$ cat src/rtl/piggy_pkg.sv
// Shared definitions for the piggy bank serial link: receiver states, host
// command characters and the baud divider both UART ends must agree on.
package piggy_pkg;

  // 10 MHz system clock / 115200 baud
  localparam int CLKS_PER_BIT_DEFAULT = 87;

  localparam logic [7:0] CMD_REPORT = 8'h53;  // 'S'
  localparam logic [7:0] CMD_CLEAR  = 8'h43;  // 'C'

  localparam logic [7:0] ASCII_CASE_BIT = 8'h20;

  typedef enum logic [2:0] {
    IDLE    = 3'd0,
    START   = 3'd1,
    DATA    = 3'd2,
    STOP    = 3'd3,
    CLEANUP = 3'd4
  } rx_state_t;

  // Upper-case command letter or its lower-case form
  function automatic logic cmd_match(input logic [7:0] rx_byte, input logic [7:0] cmd);
    return (rx_byte == cmd) || (rx_byte == (cmd | ASCII_CASE_BIT));
  endfunction

endpackage

$ cat src/rtl/sync_2ff.sv
// Two-flop synchronizer for asynchronous level inputs. The reset value is a
// parameter so an idle-high line never looks active while in reset.
module sync_2ff #(
  parameter int         WIDTH   = 1,
  parameter logic [0:0] RST_VAL = 1'b1
) (
  input  logic             clk,
  input  logic             rst,
  input  logic [WIDTH-1:0] d,
  output logic [WIDTH-1:0] q
);

  logic [WIDTH-1:0] meta;

  always_ff @(posedge clk) begin
    if (rst) begin
      meta <= {WIDTH{RST_VAL}};
      q    <= {WIDTH{RST_VAL}};
    end else begin
      meta <= d;
      q    <= meta;
    end
  end

endmodule

$ cat src/rtl/piggy_uart_rx_cmd.sv
// UART 8N1 receiver for host commands: rebuilds bytes from the serial line,
// flags bad stop bits and turns 'S'/'C' (either case) into one-cycle strobes.
//
// state   | meaning
// IDLE    | line idle, counters held at 0, waiting for a low sample
// START   | wait to the middle of the start bit, abort if the line went high
// DATA    | sample eight data bits LSB first, one per bit period
// STOP    | sample the stop bit, publish the byte or flag a framing error
// CLEANUP | single cycle before returning to IDLE
module piggy_uart_rx_cmd
  import piggy_pkg::*;
#(
  parameter int         CLKS_PER_BIT = CLKS_PER_BIT_DEFAULT,
  parameter logic [7:0] CMD_REPORT   = piggy_pkg::CMD_REPORT,
  parameter logic [7:0] CMD_CLEAR    = piggy_pkg::CMD_CLEAR
) (
  input  logic       clk,
  input  logic       rst,
  input  logic       i_Rx_Serial,
  output logic [7:0] o_Rx_Data,
  output logic       o_Rx_DV,
  output logic       o_Rx_Frame_Err,
  output logic       o_Rx_Active,
  output logic       o_Cmd_Report,
  output logic       o_Cmd_Clear
);

  localparam int CNT_W = $clog2(CLKS_PER_BIT);
  localparam logic [CNT_W-1:0] HALF_CNT = CNT_W'((CLKS_PER_BIT - 1) / 2);
  localparam logic [CNT_W-1:0] LAST_CNT = CNT_W'(CLKS_PER_BIT - 1);

  logic             rx_s;
  rx_state_t        state;
  logic [CNT_W-1:0] clk_cnt;
  logic [2:0]       bit_idx;
  logic [7:0]       shift_reg;

  sync_2ff #(
    .WIDTH   (1),
    .RST_VAL (1'b1)
  ) u_rx_sync (
    .clk (clk),
    .rst (rst),
    .d   (i_Rx_Serial),
    .q   (rx_s)
  );

  always_ff @(posedge clk) begin
    if (rst) begin
      state          <= IDLE;
      clk_cnt        <= '0;
      bit_idx        <= '0;
      shift_reg      <= '0;
      o_Rx_Data      <= '0;
      o_Rx_DV        <= 1'b0;
      o_Rx_Frame_Err <= 1'b0;
      o_Rx_Active    <= 1'b0;
      o_Cmd_Report   <= 1'b0;
      o_Cmd_Clear    <= 1'b0;
    end else begin
      o_Rx_DV        <= 1'b0;
      o_Rx_Frame_Err <= 1'b0;
      o_Cmd_Report   <= 1'b0;
      o_Cmd_Clear    <= 1'b0;

      case (state)
        IDLE: begin
          clk_cnt <= '0;
          bit_idx <= '0;
          if (!rx_s) begin
            state       <= START;
            o_Rx_Active <= 1'b1;
          end
        end

        START: begin
          if (clk_cnt == HALF_CNT) begin
            clk_cnt <= '0;
            if (!rx_s) begin
              state <= DATA;
            end else begin
              // Low pulse shorter than half a bit: treat as line noise
              state       <= IDLE;
              o_Rx_Active <= 1'b0;
            end
          end else begin
            clk_cnt <= clk_cnt + 1'b1;
          end
        end

        DATA: begin
          if (clk_cnt == LAST_CNT) begin
            clk_cnt            <= '0;
            shift_reg[bit_idx] <= rx_s;
            if (bit_idx == 3'd7) begin
              bit_idx <= '0;
              state   <= STOP;
            end else begin
              bit_idx <= bit_idx + 1'b1;
            end
          end else begin
            clk_cnt <= clk_cnt + 1'b1;
          end
        end

        STOP: begin
          if (clk_cnt == LAST_CNT) begin
            clk_cnt     <= '0;
            state       <= CLEANUP;
            o_Rx_Active <= 1'b0;
            if (rx_s) begin
              o_Rx_Data    <= shift_reg;
              o_Rx_DV      <= 1'b1;
              o_Cmd_Report <= cmd_match(shift_reg, CMD_REPORT);
              o_Cmd_Clear  <= cmd_match(shift_reg, CMD_CLEAR);
            end else begin
              o_Rx_Frame_Err <= 1'b1;
            end
          end else begin
            clk_cnt <= clk_cnt + 1'b1;
          end
        end

        CLEANUP: begin
          state <= IDLE;
        end

        default: begin
          state       <= IDLE;
          clk_cnt     <= '0;
          bit_idx     <= '0;
          o_Rx_Active <= 1'b0;
        end
      endcase
    end
  end

endmodule

$ cat config.mk
export PLATFORM = sky130hd
export DESIGN_NAME = piggy_uart_rx_cmd
export DESIGN_NICKNAME = d
export VERILOG_FILES = /design/src/rtl/piggy_pkg.sv /design/src/rtl/sync_2ff.sv /design/src/rtl/piggy_uart_rx_cmd.sv
export SDC_FILE = /design/constraint.sdc
export NUM_CORES = 1
export LEC_CHECK = 0
export BUFFER_PORTS_ARGS = -buffer_cell sky130_fd_sc_hd__buf_2
export CAP_MARGIN = 0
export CELL_PAD_IN_SITES_DETAIL_PLACEMENT = 1
export CELL_PAD_IN_SITES_GLOBAL_PLACEMENT = 2
export CORE_MARGIN = 3
export CORE_UTILIZATION = 32
export CTS_CLUSTER_SIZE = 14
export DETAILED_ROUTE_END_ITERATION = 8
export PLACE_DENSITY = 0.82
export SYNTH_ARGS = -nofsm -noshare
export SYNTH_HDL_FRONTEND = slang
export SYNTH_SLANG_ARGS = --single-unit
export TNS_END_PERCENT = 30
$ cat constraint.sdc
create_clock -name clk -period 1.8 [get_ports clk]
set_input_delay 0.18 -clock clk [delete_from_list [all_inputs] [get_ports clk]]
set_output_delay 0.18 -clock clk [all_outputs]
set_load 0.05 [all_outputs]
==> results of run 1 <==
synthesized netlist by cell type (all sizes together), types with 3 or more instances:
cell type   n  area share, %
o211ai      8            3.3
o21a        3            1.3
nand2b      9            3.1
inv         7            1.5
nand4       4            1.4
o21ai       6            1.7
nor2       15            3.1
clkbuf      8            1.7
nand4b      3            1.5
dfxtp      36             40
nor4        3            1.0
buf         6            1.8
ha          4            2.8
a21oi       9            2.5
nand3      11            3.1
nor3        5            1.7
nor2b       5            1.7
nand2      15            3.1
mux2i      15            8.3
worst reg2reg max path: stages (launching register included):
cell      delay [ns]
dfxtp_1         0.32
inv_2           0.06
ha_2            0.17
and4bb_2        0.23
a21oi_1         0.08
buf_4           0.19
or4_1           0.47
a21oi_1         0.12
where the power goes:
group	internal, uW	total, uW	switching (uW)	leakage (uW)
sequential	803	811	7.62	0.000292
combinational	29.6	77.7	48.1	0.000511
clock	411	700	289	0.0000552
logic make-up (layout without fill, tap and decap cells):
logic type / count (synthesis) / in the layout / share of synthesized area (%)
and+or+nand+nor: 87 / 87 / 27.96
AOI/OAI and AO/OA: 37 / 37 / 15.16
DFF: 36 / 36 / 40.06
buffers and inverters: 22 / 55 / 5.216
muxes: 15 / 15 / 8.345
adders and majority gates: 4 / 4 / 2.782
xor gates and xnor gates: 1 / 1 / 0.4869
layout make-up:
class / instances / area [um2] / share of cell area, %
timing repair buffer: 39 / 252.7 / 11.42
clock inverter: 2 / 35.03 / 1.583
multi-input combinational: 144 / 1012 / 45.73
clock buffer: 6 / 72.57 / 3.279
inverter: 8 / 30.03 / 1.357
sequential: 36 / 723.2 / 32.67
tap: 70 / 87.58 / 3.957
metal layers:
layer	track usage, %	up-vias	wire (um)
met5	0	-	0
met4	4.561	0	57
met3	3.326	5	83
met2	25.45	12	2171
met1	18.78	767	2118
li1	-	794	-
through the flow:
step / utilization (%) / instances
2_1_floorplan: - / 202
3_3_place_gp: 39.41 / 296
3_5_place_dp: 39.41 / 296
4_1_cts: 41.45 / 304
5_1_grt: 42.00 / 305
6_report: 42.00 / 305
how the worst min path moves through the flow:
| stage | startpoint | end | slack (ns) | depth (start not counted) |
|---|---|---|---|---|
| after CTS | i_Rx_Serial | u_rx_sync.meta$_SDFF_PP1_ | 0.07 | 2 |
| after global placement | i_Rx_Serial | u_rx_sync.meta$_SDFF_PP1_ | 0.37 | 2 |
| after global routing | i_Rx_Serial | u_rx_sync.meta$_SDFF_PP1_ | 0.08 | 2 |
| after detailed placement | i_Rx_Serial | u_rx_sync.meta$_SDFF_PP1_ | 0.37 | 2 |
| final | i_Rx_Serial | u_rx_sync.meta$_SDFF_PP1_ | 0.08 | 2 |
| after floorplan | i_Rx_Serial | u_rx_sync.meta$_SDFF_PP1_ | 0.28 | 1 |
placed cells by master (no fill, tap or decap), drive strengths merged, types with 2 or more instances in the layout:
cell,n
nand3,11
a31oi,2
nor4b,2
ha,4
buf,39
o211ai,8
dfxtp,36
nor2,15
nor4bb,2
o21a,3
nor4,3
nand2,15
mux2i,15
o221ai,2
and2,2
o21ai,6
inv,7
or4b,2
clkbuf,6
nand4,4
clkinv,2
or2,2
a21oi,9
nand4b,3
a22oi,2
nor2b,5
nor3,5
nand2b,9
timing repair:
| item | 4_1_cts | 5_1_grt |
|---|---|---|
| setup endpoints to repair | 0 | 11 |
| gates resized for setup | 0 | 9 |
| buffers inserted | 0 | 0 |
==> results by group, run 1 <==
CTS
  – Max Buffers Root-to-Sink: 2
  – CTS clk-pin slew, worst paths: 0.07 ns
  – Num CTS Buffers: 5
  – CTS Sinks: 36
  – Clock Latency Late Sink: slightly below 0.3 ns
  – Clock tree from TritonCTS: built
  – H-tree Lvls: 2
  – CTS root buf: clkbuf_8
  – Cts hold-fix bufs: 0

Synth
  – FF+latch count, synth: 36
  – Cells after Synth: 202
  – Prevailing post-synth register cell: dfxtp_1
  – Mean area per synthesized cell: slightly below 9 um2
  – Post-synthesis cell area: 1799 um2
  – Post-synthesis sequential area ratio: 40.06%
  – YS warnings: 0
  – Syn Nets: ~210
  – Ys async rst share: 0%
  – Number of enable flip-flop cells after synthesis: 0
  – Yosys cell types: 46

Critical path
  – Critical path fanouts, max: 13
  – Buffers and inverters on the worst path: 2
  – Reg2reg start: clk_cnt[0]$_SDFFE_PP0N_
  – CP peak stage delay: ~0.47 ns
  – CP max-delay cell: or4_1
  – Delay-heaviest family, CP: simple AND/OR/NAND/NOR gates
  – WP data arrival: 1.92 ns
  – Worst Setup EP: state[0]$_SDFFE_PP0P_
  – R2R depth: 7
  – Critical path startpoint category: register
  – Critical Path Most Common Cell: a21oi_1
  – CP cell instances: inv_2, ha_2, and4bb_2, a21oi_1, buf_4, or4_1, a21oi_1
  – Flop2flop setup slack: 0.09 ns
  – WS Path Type: reg2reg
  – Worst setup startpoint: clk_cnt[0]$_SDFFE_PP0N_
  – CP endpoint kind: register
  – Critical R2R Capture: state[0]$_SDFFE_PP0P_
  – Critical Path RT: 2.02 ns
  – WP depth: 7

Die
  – Core ar.: approximately 5300 um2
  – Die Width: approximately 80 um
  – Die ar.: between 6000 and 7000 um2
  – Die H: between 80 and 90 um
  – Cell Rows: 26
  – Number of top-level pins: 16
  – Initial Utilization: about a third

Detailed routing
  – Drt pass-1 iters: 4
  – Vias/cell: a little over 5
  – Final routed wire length divided by cell count: approximately 15 um
  – Post-Route WL: between 4000 and 5000 um
  – Vias: between 1500 and 2000
  – Drt drc: 0
  – Drt initial violations: 73
  – Post-route ant nets: 0

Timing
  – Maximum clock frequency: roughly 600 MHz
  – Tightest Pin Transition: ~0.39 ns
  – Tcrit/Tclk final: 94.85%
  – Pins Over Slew Limit: 0
  – Final Setup Violations: 0
  – Clock Skew: ~0.0089 ns
  – Final setup TNS: 0 ns
  – Minimum hold slack: 0.07872 ns
  – Final Hold Fails: 0
  – Relative slew slack: between 70% and 80%
  – Final worst slack: between 0.09 and 0.1 ns
  – Post-route minimum period: roughly 1.7 ns
  – Unrepaired setup endpoints after global routing: false

Placed design
  – Dpl hpwl: 3245 um
  – GP Congestion: a little under 0.8
  – Placed inst area: 2077 um2
  – Port bufs: 15
  – Place WS: between 0.09 and 0.1 ns

Power
  – Total Power: 1588 uW
  – Power per cell area: a little over 700 nW/um2
  – Peak supply drop: roughly 390 uV
  – Leakage: between 0.0008 and 0.0009 uW

Finish
  – Area growth syn-to-layout: 23.02%
  – Layout net count: 241
  – Layout cells sized above 1: around a quarter
  – Ant diodes: 0
  – Layout filler cell count: 644
  – Post-Layout Inst Area: 2213 um2

Status
  – Status: finished clean

Hold path
  – Worst min-delay path class: in2reg

GRT
  – Total gr overflow: 0
  – Initial antenna violation count: 0
  – Largest net degree at the start of global routing: 17
  – GRT Total Usage: between 10% and 20%
  – Vias in the first global route: between 1500 and 2000
  – First-pass GRT wire length: 7534 um

Job
  – Max-Cap Viols: 0
No activity file was read; power rests on OpenSTA's default activity.
==> run 2, diff against run 1 <==
--- a/config.mk
+++ b/config.mk
@@ -9,7 +9,6 @@
 export CAP_MARGIN = 0
 export CELL_PAD_IN_SITES_DETAIL_PLACEMENT = 1
 export CELL_PAD_IN_SITES_GLOBAL_PLACEMENT = 2
-export CORE_MARGIN = 3
 export CORE_UTILIZATION = 32
 export CTS_CLUSTER_SIZE = 14
 export DETAILED_ROUTE_END_ITERATION = 8
==> results by group, run 2 (synthesis gave the netlist of run 1 again) <==
Status
  – Status: finished clean

Timing
  – Post-route minimum period: between 1.5 and 2 ns
  – Tightest Pin Transition: about 0.4 ns
  – Final worst slack: between 0.03 and 0.04 ns
  – Clock Skew: about 0.0055 ns
  – Tcrit/Tclk final: about 98%
  – Maximum clock frequency: ~570 MHz
  – Relative slew slack: between 70% and 80%
  – Final Setup Violations: 0
  – Pins Over Slew Limit: 0
  – Final Hold Fails: 0
  – Unrepaired setup endpoints after global routing: true
  – Minimum hold slack: 0.08056 ns

CTS
  – Cts hold-fix bufs: 0
  – CTS clk-pin slew, worst paths: 0.08 ns
  – CTS Sinks: 36
  – Clock Latency Late Sink: 0.28 ns
  – Max Buffers Root-to-Sink: 2
  – Clock tree from TritonCTS: built
  – CTS root buf: clkbuf_8
  – Num CTS Buffers: 5
  – H-tree Lvls: 2

Die
  – Die Width: between 70 and 80 um
  – Cell Rows: 26
  – Number of top-level pins: 16
  – Die ar.: 5927 um2
  – Core ar.: between 5000 and 6000 um2
  – Die H: just under 80 um
  – Initial Utilization: between 30% and 40%

GRT
  – Total gr overflow: 0
  – GRT Total Usage: approximately 15%
  – Vias in the first global route: 1539
  – First-pass GRT wire length: between 7000 and 8000 um
  – Initial antenna violation count: 0
  – Largest net degree at the start of global routing: 19

Job
  – Max-Cap Viols: 0

Hold path
  – Worst min-delay path class: in2reg
  – Hold path start: i_Rx_Serial

Critical path
  – CP endpoint kind: register
  – CP max-delay cell: or4_1
  – Buffers and inverters on the worst path: 2
  – WP data arrival: 1.98 ns
  – WS Path Type: reg2reg
  – CP cell instances: inv_1, ha_2, and4bb_2, a21oi_1, buf_4, or4_1, a21oi_1
  – Delay-heaviest family, CP: simple AND/OR/NAND/NOR gates
  – Critical Path RT: roughly 2.0 ns
  – CP peak stage delay: roughly 0.47 ns
  – Critical Path Most Common Cell: a21oi_1
  – Critical path fanouts, max: 13
  – Worst setup startpoint: clk_cnt[0]$_SDFFE_PP0N_
  – Critical path startpoint category: register
  – Reg2reg start: clk_cnt[0]$_SDFFE_PP0N_

Power
  – Power per cell area: roughly 730 nW/um2
  – Peak supply drop: between 300 and 400 uV
  – Total Power: ~1600 uW
  – Leakage: 0.0008338 uW

Finish
  – Most frequent cells in the layout: dfxtp_1 (36), buf_4 (21)
  – Area growth syn-to-layout: 22.32%
  – Most common cell after layout, fill and taps aside: dfxtp_1
  – Post-Layout Inst Area: 2201 um2
  – Layout net count: between 200 and 250
  – Layout cells sized above 1: 23.61%
  – Ant diodes: 0

Placed design
  – Dpl hpwl: between 3000 and 4000 um
  – Place WS: slightly below 0.08 ns
  – Port bufs: 15
  – Placed inst area: roughly 2100 um2
  – GP Congestion: 0.7448

Detailed routing
  – Final routed wire length divided by cell count: between 10 and 15 um
  – Drt pass-1 iters: 5
  – Drt initial violations: between 40 and 50
  – Vias/cell: approximately 5
  – Post-Route WL: around 4300 um
  – Vias: about 1600
  – Post-route ant nets: 0
  – Drt drc: 0
-- run 2: metal layers --
metal  GRT usage, %  wire length (um)
met1          19.42              2182
met2          26.07              2061
met3          3.214                71
met4          3.962                15
met5              0                 0
-- run 2: power by group --
part / switching, uW / internal, uW / total (uW)
clock network: 306 / 410 / 716
registers: 6.94 / 803 / 810
logic: 49.2 / 30.9 / 80.1
total: 362 / 1240 / 1610
-- run 2: path summary, 6_finish.rpt --
path	to	slack, ns	depth (start not counted)
worst min-delay path	u_rx_sync.meta$_SDFF_PP1_	0.08	2
worst min register to register	u_rx_sync.q$_SDFF_PP1_	0.42	1
worst max register to register	state[0]$_SDFFE_PP0P_	0.04	7
worst max-delay path	state[0]$_SDFFE_PP0P_	0.04	7
-- run 2: repair_timing --
item / in CTS / in global routing
resized for setup: 0 / 2
setup endpoints to repair: 0 / 11
buffers inserted: 0 / 0
-- run 2: worst register-to-register path, cell delays in order, from the launching register on --
cell and delay, ns:
dfxtp_1 0.32, inv_1 0.08, ha_2 0.18, and4bb_2 0.23
a21oi_1 0.09, buf_4 0.19, or4_1 0.47, a21oi_1 0.14
-- run 2: metrics by stage --
stage	setup TNS (ns)	utilization, %	cells
after floorplan	0	-	202
after global placement	0	39.51	295
after detailed placement	0	39.51	295
after CTS	0	41.62	303
after global routing	-0.04404	41.76	303
final	0	41.76	303
-- run 2: layout make-up --
cell class | count | area [um2]
clock inverters | 3 | 42.54
clock buffers | 5 | 68.82
inverters | 8 | 30.03
fillers | 631 | 3069
repair buffers | 37 | 252.7
multi-input cells | 144 | 998.5
flip-flops and latches | 36 | 720.7
well taps | 70 | 87.58
